==> src/rtl/fp_align_prep_if.sv <==
// Format enum plus the handshake/data bundle between the adder front end and the alignment stage.
// The slave modport is the stage's view; master is the producer/consumer view.
package fp_align_prep_pkg;
    typedef enum logic {
        FMT_FP32 = 1'b0,
        FMT_FP16 = 1'b1
    } fp_fmt_e;
endpackage

interface fp_align_prep_if;
    import fp_align_prep_pkg::*;

    logic        in_valid;
    logic        in_ready;
    fp_fmt_e     fmt_i;
    logic [31:0] a_i;
    logic [31:0] b_i;
    logic        sub_i;
    logic        out_valid;
    logic        out_ready;
    fp_fmt_e     fmt_o;
    logic [23:0] frac_small_o;
    logic [7:0]  shamt_o;
    logic [23:0] frac_big_o;
    logic [15:0] exp_big_o;
    logic [1:0]  sign_big_o;
    logic [1:0]  eff_sub_o;
    logic [1:0]  special_o;

    modport slave (
        input  in_valid, fmt_i, a_i, b_i, sub_i, out_ready,
        output in_ready, out_valid, fmt_o, frac_small_o, shamt_o, frac_big_o,
               exp_big_o, sign_big_o, eff_sub_o, special_o
    );

    modport master (
        output in_valid, fmt_i, a_i, b_i, sub_i, out_ready,
        input  in_ready, out_valid, fmt_o, frac_small_o, shamt_o, frac_big_o,
               exp_big_o, sign_big_o, eff_sub_o, special_o
    );
endinterface

==> src/rtl/fp_align_prep.sv <==
// Unpacks/orders FP32 or FP16x2 operands for the shared barrel shifter; 2-cycle latency, 1 beat/cycle.
// Backpressure: each stage holds while full and blocked; in_ready = ~v1 | ~v2 | out_ready.
module fp_align_prep
    import fp_align_prep_pkg::*;
#(
    parameter int FP32_SAT = 31,
    parameter int FP16_SAT = 15
) (
    input  logic           clk,
    input  logic           rst,
    fp_align_prep_if.slave io
);

    localparam logic [7:0] SAT32 = 8'(FP32_SAT);
    localparam logic [7:0] SAT16 = 8'(FP16_SAT);

    function automatic logic [7:0] eff_exp(input logic [7:0] e);
        return (e == 8'd0) ? 8'd1 : e;
    endfunction

    function automatic logic [7:0] abs_diff(input logic [8:0] d);
        logic [8:0] m;
        m = d[8] ? (~d + 9'd1) : d;
        return m[7:0];
    endfunction

    function automatic logic [7:0] clamp(input logic [7:0] v, input logic [7:0] lim);
        return (v > lim) ? lim : v;
    endfunction

    logic en1, en2, ld1, ld2;
    logic v1_q, v1_d, v2_q, v2_d;

    assign en2 = ~v2_q | io.out_ready;
    assign en1 = ~v1_q | en2;
    assign ld1 = en1 & io.in_valid;
    assign ld2 = en2 & v1_q;
    assign io.in_ready = en1;

    // The FP16 hi-lane exponent occupies the same bits as the FP32 exponent.
    logic [7:0] ea_hi, eb_hi, ea_lo, eb_lo;
    logic       sb_hi, sb_lo, spc_hi, spc_lo;

    assign ea_hi  = eff_exp(io.a_i[30:23]);
    assign eb_hi  = eff_exp(io.b_i[30:23]);
    assign ea_lo  = eff_exp(io.a_i[14:7]);
    assign eb_lo  = eff_exp(io.b_i[14:7]);
    assign sb_hi  = io.b_i[31] ^ io.sub_i;
    assign sb_lo  = io.b_i[15] ^ io.sub_i;
    assign spc_hi = (&io.a_i[30:23]) | (&io.b_i[30:23]);
    assign spc_lo = (&io.a_i[14:7]) | (&io.b_i[14:7]);

    fp_fmt_e     fmt1_q, fmt1_d;
    logic [15:0] exp_a1_q, exp_a1_d, exp_b1_q, exp_b1_d;
    logic [23:0] man_a1_q, man_a1_d, man_b1_q, man_b1_d;
    logic [1:0]  sgn_a1_q, sgn_a1_d, sgn_b1_q, sgn_b1_d;
    logic [1:0]  spc1_q, spc1_d;
    logic [8:0]  d_hi1_q, d_hi1_d, d_lo1_q, d_lo1_d;

    // Stage 1: FP32 uses the lo-lane slots for exponent, sign and difference.
    always_comb begin
        v1_d     = en1 ? io.in_valid : v1_q;
        fmt1_d   = fmt1_q;
        exp_a1_d = exp_a1_q;
        exp_b1_d = exp_b1_q;
        man_a1_d = man_a1_q;
        man_b1_d = man_b1_q;
        sgn_a1_d = sgn_a1_q;
        sgn_b1_d = sgn_b1_q;
        spc1_d   = spc1_q;
        d_hi1_d  = d_hi1_q;
        d_lo1_d  = d_lo1_q;
        if (ld1) begin
            fmt1_d = io.fmt_i;
            if (io.fmt_i == FMT_FP32) begin
                exp_a1_d = {8'd0, ea_hi};
                exp_b1_d = {8'd0, eb_hi};
                man_a1_d = {|io.a_i[30:23], io.a_i[22:0]};
                man_b1_d = {|io.b_i[30:23], io.b_i[22:0]};
                sgn_a1_d = {1'b0, io.a_i[31]};
                sgn_b1_d = {1'b0, sb_hi};
                spc1_d   = {1'b0, spc_hi};
                d_hi1_d  = 9'd0;
                d_lo1_d  = {1'b0, ea_hi} - {1'b0, eb_hi};
            end else begin
                exp_a1_d = {ea_hi, ea_lo};
                exp_b1_d = {eb_hi, eb_lo};
                man_a1_d = {|io.a_i[30:23], io.a_i[22:16], 8'd0, |io.a_i[14:7], io.a_i[6:0]};
                man_b1_d = {|io.b_i[30:23], io.b_i[22:16], 8'd0, |io.b_i[14:7], io.b_i[6:0]};
                sgn_a1_d = {io.a_i[31], io.a_i[15]};
                sgn_b1_d = {sb_hi, sb_lo};
                spc1_d   = {spc_hi, spc_lo};
                d_hi1_d  = {1'b0, ea_hi} - {1'b0, eb_hi};
                d_lo1_d  = {1'b0, ea_lo} - {1'b0, eb_lo};
            end
        end
    end

    // Exact ties keep A as the larger operand, so only a strictly larger B swaps.
    logic       sw32, sw_hi, sw_lo;
    logic [7:0] ad_hi, ad_lo, sh32, sh_hi, sh_lo;

    assign sw32  = d_lo1_q[8] | ((d_lo1_q == 9'd0) & (man_b1_q > man_a1_q));
    assign sw_hi = d_hi1_q[8] | ((d_hi1_q == 9'd0) & (man_b1_q[23:16] > man_a1_q[23:16]));
    assign sw_lo = d_lo1_q[8] | ((d_lo1_q == 9'd0) & (man_b1_q[7:0] > man_a1_q[7:0]));
    assign ad_hi = abs_diff(d_hi1_q);
    assign ad_lo = abs_diff(d_lo1_q);
    assign sh32  = clamp(ad_lo, SAT32);
    assign sh_hi = clamp(ad_hi, SAT16);
    assign sh_lo = clamp(ad_lo, SAT16);

    fp_fmt_e     fmt_o_q, fmt_o_d;
    logic [23:0] frac_small_q, frac_small_d, frac_big_q, frac_big_d;
    logic [7:0]  shamt_q, shamt_d;
    logic [15:0] exp_big_q, exp_big_d;
    logic [1:0]  sign_big_q, sign_big_d, eff_sub_q, eff_sub_d, special_q, special_d;

    always_comb begin
        v2_d         = en2 ? v1_q : v2_q;
        fmt_o_d      = fmt_o_q;
        frac_small_d = frac_small_q;
        frac_big_d   = frac_big_q;
        shamt_d      = shamt_q;
        exp_big_d    = exp_big_q;
        sign_big_d   = sign_big_q;
        eff_sub_d    = eff_sub_q;
        special_d    = special_q;
        if (ld2) begin
            fmt_o_d   = fmt1_q;
            special_d = spc1_q;
            eff_sub_d = sgn_a1_q ^ sgn_b1_q;
            if (fmt1_q == FMT_FP32) begin
                frac_big_d   = sw32 ? man_b1_q : man_a1_q;
                frac_small_d = sw32 ? man_a1_q : man_b1_q;
                exp_big_d    = {8'd0, sw32 ? exp_b1_q[7:0] : exp_a1_q[7:0]};
                sign_big_d   = {1'b0, sw32 ? sgn_b1_q[0] : sgn_a1_q[0]};
                shamt_d      = {3'b000, sh32[4:0]};
            end else begin
                frac_big_d   = {sw_hi ? man_b1_q[23:16] : man_a1_q[23:16], 8'd0,
                                sw_lo ? man_b1_q[7:0]   : man_a1_q[7:0]};
                frac_small_d = {sw_hi ? man_a1_q[23:16] : man_b1_q[23:16], 8'd0,
                                sw_lo ? man_a1_q[7:0]   : man_b1_q[7:0]};
                exp_big_d    = {sw_hi ? exp_b1_q[15:8] : exp_a1_q[15:8],
                                sw_lo ? exp_b1_q[7:0]  : exp_a1_q[7:0]};
                sign_big_d   = {sw_hi ? sgn_b1_q[1] : sgn_a1_q[1],
                                sw_lo ? sgn_b1_q[0] : sgn_a1_q[0]};
                shamt_d      = {sh_hi[3:0], sh_lo[3:0]};
            end
        end
    end

    always_ff @(posedge clk) begin
        if (rst) begin
            v1_q         <= 1'b0;
            v2_q         <= 1'b0;
            fmt1_q       <= FMT_FP32;
            exp_a1_q     <= '0;
            exp_b1_q     <= '0;
            man_a1_q     <= '0;
            man_b1_q     <= '0;
            sgn_a1_q     <= '0;
            sgn_b1_q     <= '0;
            spc1_q       <= '0;
            d_hi1_q      <= '0;
            d_lo1_q      <= '0;
            fmt_o_q      <= FMT_FP32;
            frac_small_q <= '0;
            frac_big_q   <= '0;
            shamt_q      <= '0;
            exp_big_q    <= '0;
            sign_big_q   <= '0;
            eff_sub_q    <= '0;
            special_q    <= '0;
        end else begin
            v1_q         <= v1_d;
            v2_q         <= v2_d;
            fmt1_q       <= fmt1_d;
            exp_a1_q     <= exp_a1_d;
            exp_b1_q     <= exp_b1_d;
            man_a1_q     <= man_a1_d;
            man_b1_q     <= man_b1_d;
            sgn_a1_q     <= sgn_a1_d;
            sgn_b1_q     <= sgn_b1_d;
            spc1_q       <= spc1_d;
            d_hi1_q      <= d_hi1_d;
            d_lo1_q      <= d_lo1_d;
            fmt_o_q      <= fmt_o_d;
            frac_small_q <= frac_small_d;
            frac_big_q   <= frac_big_d;
            shamt_q      <= shamt_d;
            exp_big_q    <= exp_big_d;
            sign_big_q   <= sign_big_d;
            eff_sub_q    <= eff_sub_d;
            special_q    <= special_d;
        end
    end

    assign io.out_valid    = v2_q;
    assign io.fmt_o        = fmt_o_q;
    assign io.frac_small_o = frac_small_q;
    assign io.frac_big_o   = frac_big_q;
    assign io.shamt_o      = shamt_q;
    assign io.exp_big_o    = exp_big_q;
    assign io.sign_big_o   = sign_big_q;
    assign io.eff_sub_o    = eff_sub_q;
    assign io.special_o    = special_q;

endmodule

==> src/flat_wrapper.sv <==
// flat-port wrapper written by rule: the top's interface ports become plain ports
module fp_align_prep_flat import fp_align_prep_pkg::*;
#(
    parameter int FP32_SAT = 31,
    parameter int FP16_SAT = 15
)
  (clk, rst, io_in_valid, io_fmt_i, io_a_i, io_b_i, io_sub_i, io_out_ready, io_in_ready, io_out_valid, io_fmt_o, io_frac_small_o, io_shamt_o, io_frac_big_o, io_exp_big_o, io_sign_big_o, io_eff_sub_o, io_special_o);
  fp_align_prep_if io_i ();
  input  logic clk;
  input  logic rst;
  input wire logic [$bits(io_i.in_valid)-1:0] io_in_valid;
  input wire logic [$bits(io_i.fmt_i)-1:0] io_fmt_i;
  input wire logic [$bits(io_i.a_i)-1:0] io_a_i;
  input wire logic [$bits(io_i.b_i)-1:0] io_b_i;
  input wire logic [$bits(io_i.sub_i)-1:0] io_sub_i;
  input wire logic [$bits(io_i.out_ready)-1:0] io_out_ready;
  output wire logic [$bits(io_i.in_ready)-1:0] io_in_ready;
  output wire logic [$bits(io_i.out_valid)-1:0] io_out_valid;
  output wire logic [$bits(io_i.fmt_o)-1:0] io_fmt_o;
  output wire logic [$bits(io_i.frac_small_o)-1:0] io_frac_small_o;
  output wire logic [$bits(io_i.shamt_o)-1:0] io_shamt_o;
  output wire logic [$bits(io_i.frac_big_o)-1:0] io_frac_big_o;
  output wire logic [$bits(io_i.exp_big_o)-1:0] io_exp_big_o;
  output wire logic [$bits(io_i.sign_big_o)-1:0] io_sign_big_o;
  output wire logic [$bits(io_i.eff_sub_o)-1:0] io_eff_sub_o;
  output wire logic [$bits(io_i.special_o)-1:0] io_special_o;
  assign io_i.in_valid = io_in_valid;
  assign io_i.fmt_i = io_fmt_i;
  assign io_i.a_i = io_a_i;
  assign io_i.b_i = io_b_i;
  assign io_i.sub_i = io_sub_i;
  assign io_i.out_ready = io_out_ready;
  assign io_in_ready = io_i.in_ready;
  assign io_out_valid = io_i.out_valid;
  assign io_fmt_o = io_i.fmt_o;
  assign io_frac_small_o = io_i.frac_small_o;
  assign io_shamt_o = io_i.shamt_o;
  assign io_frac_big_o = io_i.frac_big_o;
  assign io_exp_big_o = io_i.exp_big_o;
  assign io_sign_big_o = io_i.sign_big_o;
  assign io_eff_sub_o = io_i.eff_sub_o;
  assign io_special_o = io_i.special_o;
  fp_align_prep #(.FP32_SAT(FP32_SAT), .FP16_SAT(FP16_SAT)) u_core (.clk(clk), .rst(rst), .io(io_i));
endmodule
==> config.mk <==
export PLATFORM = sky130hd
export DESIGN_NAME = fp_align_prep_flat
export DESIGN_NICKNAME = d
export VERILOG_FILES = /design/src/rtl/fp_align_prep_if.sv /design/src/rtl/fp_align_prep.sv /design/src/flat_wrapper.sv
export SDC_FILE = /design/constraint.sdc
export NUM_CORES = 1
export LEC_CHECK = 0
export CORE_MARGIN = 1.5
export CORE_UTILIZATION = 39
export DETAILED_ROUTE_END_ITERATION = 16
export GPL_TIMING_DRIVEN = 0
export HOLD_SLACK_MARGIN = 0.15
export PLACE_DENSITY_LB_ADDON = 0.05
export SYNTH_ARGS = -nofsm -noshare
export SYNTH_HDL_FRONTEND = slang
export SYNTH_SLANG_ARGS = --single-unit
==> constraint.sdc <==
create_clock -name clk -period 3.44 [get_ports clk]
set_input_delay 0.688 -clock clk [delete_from_list [all_inputs] [get_ports clk]]
set_output_delay 0.688 -clock clk [all_outputs]
set_load 0.03 [all_outputs]
# == Word-level counts from Yosys, hierarchy flattened ==
# Cells that the tools add are included.
# Widths: inputs -> output; s select.
# totals
reg_bits,186
in_bits,70
output_inout_bits,81
elab_cells,98
# classes
n_addsub,4
order_cmp,6
muxes,35
n_bitwise,19
n_reduce_logical,14
# ops
op,count
$mux 8,14
$mux 24,4
$mux 16,5
$logic_not 8->1,4
$reduce_and 8->1,4
$reduce_or 8->1,4
$gt 24x24->1,1
$logic_not 9->1,2
$mux 9,2
$sub 8x8->9,2
$add 8x1->8 const B,2
$gt 8x4->1 const B,2
$gt 8x8->1,2
$not 8->8,2
$gt 8x5->1 const B,1
$mux 2,4
$mux 4,2
$or 1x1->1,7
$and 1x1->1,5
$mux 5,1
$mux 1,3
$not 1->1,2
$xor 1x1->1,2
$xor 2x2->2,1

# == Logic depth before layout (Yosys ltp) ==
# logic_depth
word_depth,6
depth_mapped,12
depth_no_buf,12

# == Worst setup path before layout ==
# OpenSTA, ideal clock, no wires.
# synth_timing
kind,input -> register
start,input port io_a_i[30]
end,register u_core.d_lo1_q[6]
setup_time_ns,0.131
arrival_time_ns,2.767
required_ns,3.309
setup_slack_ns,0.542
stages,11
path_buffers,0
path_cell_list,nor4_1 -> a21oi_1 -> ha_1 -> fa_1 -> nand2b_1 -> a21boi_0 -> o21ai_0 -> a21oi_1 -> xor2_1 -> a211oi_1 -> nor3_1
# synth_between
elab_chain_len,4
# synth_lines
item,line,text
from (decl),flat_wrapper.sv:13,input wire logic [$bits(io_i.a_i)-1:0] io_a_i;
$logic_not 8->1,fp_align_prep.sv:18,return (e == 8'd0) ? 8'd1 : e;
$mux 8,fp_align_prep.sv:18,
$sub 8x8->9,fp_align_prep.sv:84,"d_lo1_d = {1'b0, ea_hi} - {1'b0, eb_hi};"
$mux 9,fp_align_prep.sv:75,if (io.fmt_i == FMT_FP32) begin
to (signal assigned),fp_align_prep.sv:186,d_lo1_q <= d_lo1_d;
to (decl),fp_align_prep.sv:58,"logic [8:0] d_hi1_q, d_hi1_d, d_lo1_q, d_lo1_d;"
# Every way passes these cells.
# A chain may end at the register's enable or synchronous reset.

# == Final worst setup path ==
# layout_timing
start,input port io_a_i[11]
end,register u_core.d_lo1_q[6]
# layout_between
elab_chain_len,4
# layout_lines
item,line,text
$logic_not 8->1,fp_align_prep.sv:18,
$mux 8 *,fp_align_prep.sv:18,
$sub 8x8->9 *,fp_align_prep.sv:94,"d_lo1_d = {1'b0, ea_lo} - {1'b0, eb_lo};"
$mux 9 *,fp_align_prep.sv:75,
# Mark *: on every way between the ends. The rest lies on a longest branch, timed or not.

==> metrics.md <==
| Metric | Value |
|---|---|
| Status | complete, no violations |
| Leak | 4.517 nW |
| Die H | 156.4 um |
| WHS Endpoint | u_core.exp_b1_q[11]$_SDFFE_PP0P_ |
| Post-synth top area share | 40.58% |
| Via density | 5.273 |
| Clk Latency, worst-skew pair | 0.44 ns |
| Vias in the first global route | 8255 |
| Ports | 151 |
| Finished Core Util | 51.42% |
| Syn_area_per_cell | 8.208 um^2 |
| Hpwl dp | 23.86 mm |
| FF/Latch Area | 3724 um^2 |
| Comb power frac | 21.9% |
| Post-Route WL | 30.78 mm |
| Post-synth net total | 1233 |
| Most common cell after layout, fill and taps aside | dfxtp_1 |
| Clk_skew | 0.01248 ns |
| Register area share after synthesis | 40.58% |
| First-pass GRT wire length | 47.12 mm |
| Fill cells | 2291 |
| Die area | 24460 um^2 |
| Starting Density | 40.16% |
| Sequential Power Share | 41.8% |
| Ys async rst share | 0% |
| Worst-path clk slew | 0.08 ns |
| Most frequent cells in the layout | 186 x dfxtp_1, 141 x nand2_1, 140 x nor2_1 |
| Minimum clock period | 3.315 ns |
| EDFF count, synth | 0 |
| Sw frac | 32.34% |
| Worst Setup Start Kind | input port |
| Starting DRC count in detailed routing | 568 |
| Synth cell types | 55 |
| Critical path class | in2reg |
| Port bufs | 148 |
| Area taken by multi-input logic gates | 4950 um^2 |
| Vias | 8500 |
| Hold Path Class | reg2reg |
| Initial antenna violation count | 0 |
| Worst-path cell chain | clkdlybuf4s50_1 -> nor4_4 -> a21oi_1 -> ha_1 -> fa_1 -> nor2b_1 -> o21a_1 -> o21a_1 -> o311a_1 -> a211oi_1 -> a211oi_2 -> nor3_1 |
| Post-Place Cells | 1579 |
| Clock Sinks | 186 |
| Final worst slack | 0.1248 ns |
| ANT cells | 0 |
| Core ar. | 22850 um^2 |
| # setup viols final | 0 |
| Synth area leader | dfxtp_1 |
| Most used cell, CP | o21a_1 |
| First-pass iteration count of the detailed router | 6 |
| Final Hold Viols | 0 |
| RSZ-0062 raised after global routing | no |
| Hold Path Cell Cnt | 2 |
| Number of non-filler instances in the completed layout | 1612 |
| Deepest clock path buffer count | 2 |
| DIE WIDTH | 156.4 um |
| Drt wl/cell | 19.09 um |
| FF-to-FF setup slack | 0.28 ns |
| Top_reg_cell synth | dfxtp_1 |
| R2r startpoint | u_core.man_a1_q[23]$_SDFFE_PP0P_ |
| Slowest CP cell | clkdlybuf4s50_1 |
| Switch Pwr | 1.826 mW |
| Max_cap viols | 0 |
| Post-Syn Instances | 1118 |
| H-tree depth | 4 |
| Fin crit share | 96.37% |
| Cell family with most CP delay | compound AO/OA/AOI/OAI gates |
| Rel. slew slack | 40.74% |
| Main area contributors after synthesis | dfxtp_1 41%, mux2i_1 9.3%, ha_1 5.9% |
| Fmax | 301.6 MHz |
| GRT overflow | 0 |
| Critical Path Fanout Max | 5 |
| WP buf/inv | 1 |
| Slew @ Worst Pin | 0.8889 ns |
| CTS Buf Count | 17 |
| VDD IR-drop max | 0.2939 mV |
| Required time of the critical path | 3.75 ns |
| Worst path max stage delay | 0.63 ns |
| Crit end category | register |
| Yosys warns | 0 |
| FP Rows | 55 |
| GRT Overall Usage | 25.76% |
| CP arrival | 3.62 ns |
| Worst hold start | u_core.exp_b1_q[11]$_SDFFE_PP0P_ |
| Place WS | -0.7435 ns |
| Root Driver | clkbuf_16 |
| GP Congestion | 0.8901 |
| R2R depth | 11 |
| R2r endpoint | u_core.io.frac_small_o[8]$_SDFFE_PP0P_ |
| CTS tree | done |
| Final ANT Viol Nets | 0 |
| Pwr dens | 480.5 nW/um^2 |
| Flops & latches, synth | 186 |
| DR DRC count | 0 |
| Power Internal | 3.819 mW |
| Share of post-route cells with drive strength above 1 | 4.234% |
| Largest net degree at the start of global routing | 19 |
| Final Max Tran Viols | 0 |
| Clock power frac | 36.3% |
| Post-synth design cell area | 9176 um^2 |
| P&R area growth vs syn | 28.03% |
| Final #Nets | 1401 |
logic make-up (layout without fill, tap and decap cells):
group,count (synthesis),after routing,synth area share [%]
AOI/OAI and AO/OA,251,251,17.37
buffers and inverters,143,324,6.177
xor gates and xnor gates,20,20,1.909
adders and majority gates,45,45,6.299
and+or+nand+nor,388,388,18.39
muxes,85,85,9.272
DFF,186,186,40.58
what timing repair did:
action                     CTS  global route
setup buffers                1             0
setup endpoints to repair    4             4
hold buffers                 0             0
pin swaps                    1             1
gates resized for setup      6            18
hold endpoints to repair     0             0
power by group through the flow:
stage                     Clock, mW  Combinational [mW]  Sequential [mW]
after detailed placement          0                1.22             2.41
after floorplan                   0               0.686             2.48
after CTS                      2.08                1.23             2.36
after global placement            0                1.21             2.41
after global routing           2.17                1.34             2.38
final                          2.05                1.24             2.36
tightest hold or removal path, delay by kind of cell, from the launching register on:
family | cells | cell delay [ns]
flip-flops | 1 | 0.31
AND/OR/NAND/NOR | 1 | 0.05
AO/OA/AOI/OAI | 1 | 0.05
Yosys cell counts (2+ instances only):
library cell and count:
nand4_1 15, a21oi_1 90, a22oi_1 7, a2111oi_0 2, buf_2 2, nand2b_1 8, nor3_1 26, clkbuf_1 78
nand3_1 25, o211ai_1 3, and2_1 3, nor4_1 7, a211oi_1 71, a311oi_1 3, o311a_1 2, nand2_1 141
dfxtp_1 186, xnor2_1 13, or2_2 2, nor2b_1 9, ha_1 43, a21boi_0 3, fa_1 2, a31oi_1 12
nor2_1 140, buf_1 6, o21ai_0 39, buf_4 3, xor2_1 7, mux2i_1 85, inv_1 53, or3_1 7
o21a_1 3
worst max-delay path by stage:
stage / to / slack, ns / from / cells after the start
2_1_floorplan: u_core.d_lo1_q[6]$_SDFFE_PP0P_ / 0.54 / io_a_i[30] / 11
3_3_place_gp: u_core.d_lo1_q[6]$_SDFFE_PP0P_ / -0.79 / io_a_i[30] / 12
3_5_place_dp: u_core.d_lo1_q[6]$_SDFFE_PP0P_ / -0.74 / io_a_i[30] / 12
4_1_cts: u_core.d_lo1_q[6]$_SDFFE_PP0P_ / 0.02 / io_a_i[12] / 12
5_1_grt: u_core.d_lo1_q[6]$_SDFFE_PP0P_ / 0.02 / io_a_i[12] / 12
6_report: u_core.d_lo1_q[6]$_SDFFE_PP0P_ / 0.12 / io_a_i[11] / 12
flip-flops by register name, indices dropped and copies added (netlist names), 2 cells and up:
signal,count
u_core.io.shamt_o,8
u_core.io.frac_small_o,24
u_core.io.sign_big_o,2
u_core.io.eff_sub_o,2
u_core.sgn_b1_q,2
u_core.io.special_o,2
u_core.man_a1_q,24
u_core.io.frac_big_o,24
u_core.sgn_a1_q,2
u_core.d_lo1_q,9
u_core.spc1_q,2
u_core.man_b1_q,24
u_core.io.exp_big_o,16
u_core.d_hi1_q,9
u_core.exp_b1_q,16
u_core.exp_a1_q,16
metal layers:
layer  share of wire, %  wire length, um  vias to the layer above  track usage [%]
met5                  0                0                        -                0
met2                 44            13590                      274            40.42
li1                   -                -                     4208                -
met3                5.4             1663                       32            3.849
met1                 49            14950                     3986            36.52
met4                1.9              578                        0            7.438
cell type report:
type                    instances  area share (%)
well taps                     313           3.333
clock buffers                  18           3.738
multi-input cells             789           42.13
inverters                      53           1.693
flip-flops and latches        186           31.69
clock inverters                14           1.352
repair buffers                149           12.93
plain buffers                  90           3.131
through the flow:
step	hold slack [ns]	instance area [um^2]	total power, mW	setup TNS [ns]
after floorplan	0.4313	9176	3.163	0
after global placement	0.4373	11050	3.623	-3.781
after detailed placement	0.4432	11050	3.630	-3.528
after CTS	0.4547	11690	5.669	0
after global routing	0.4766	11750	5.881	0
final	0.4525	11750	5.645	0
(Power assumes the default switching activity.)
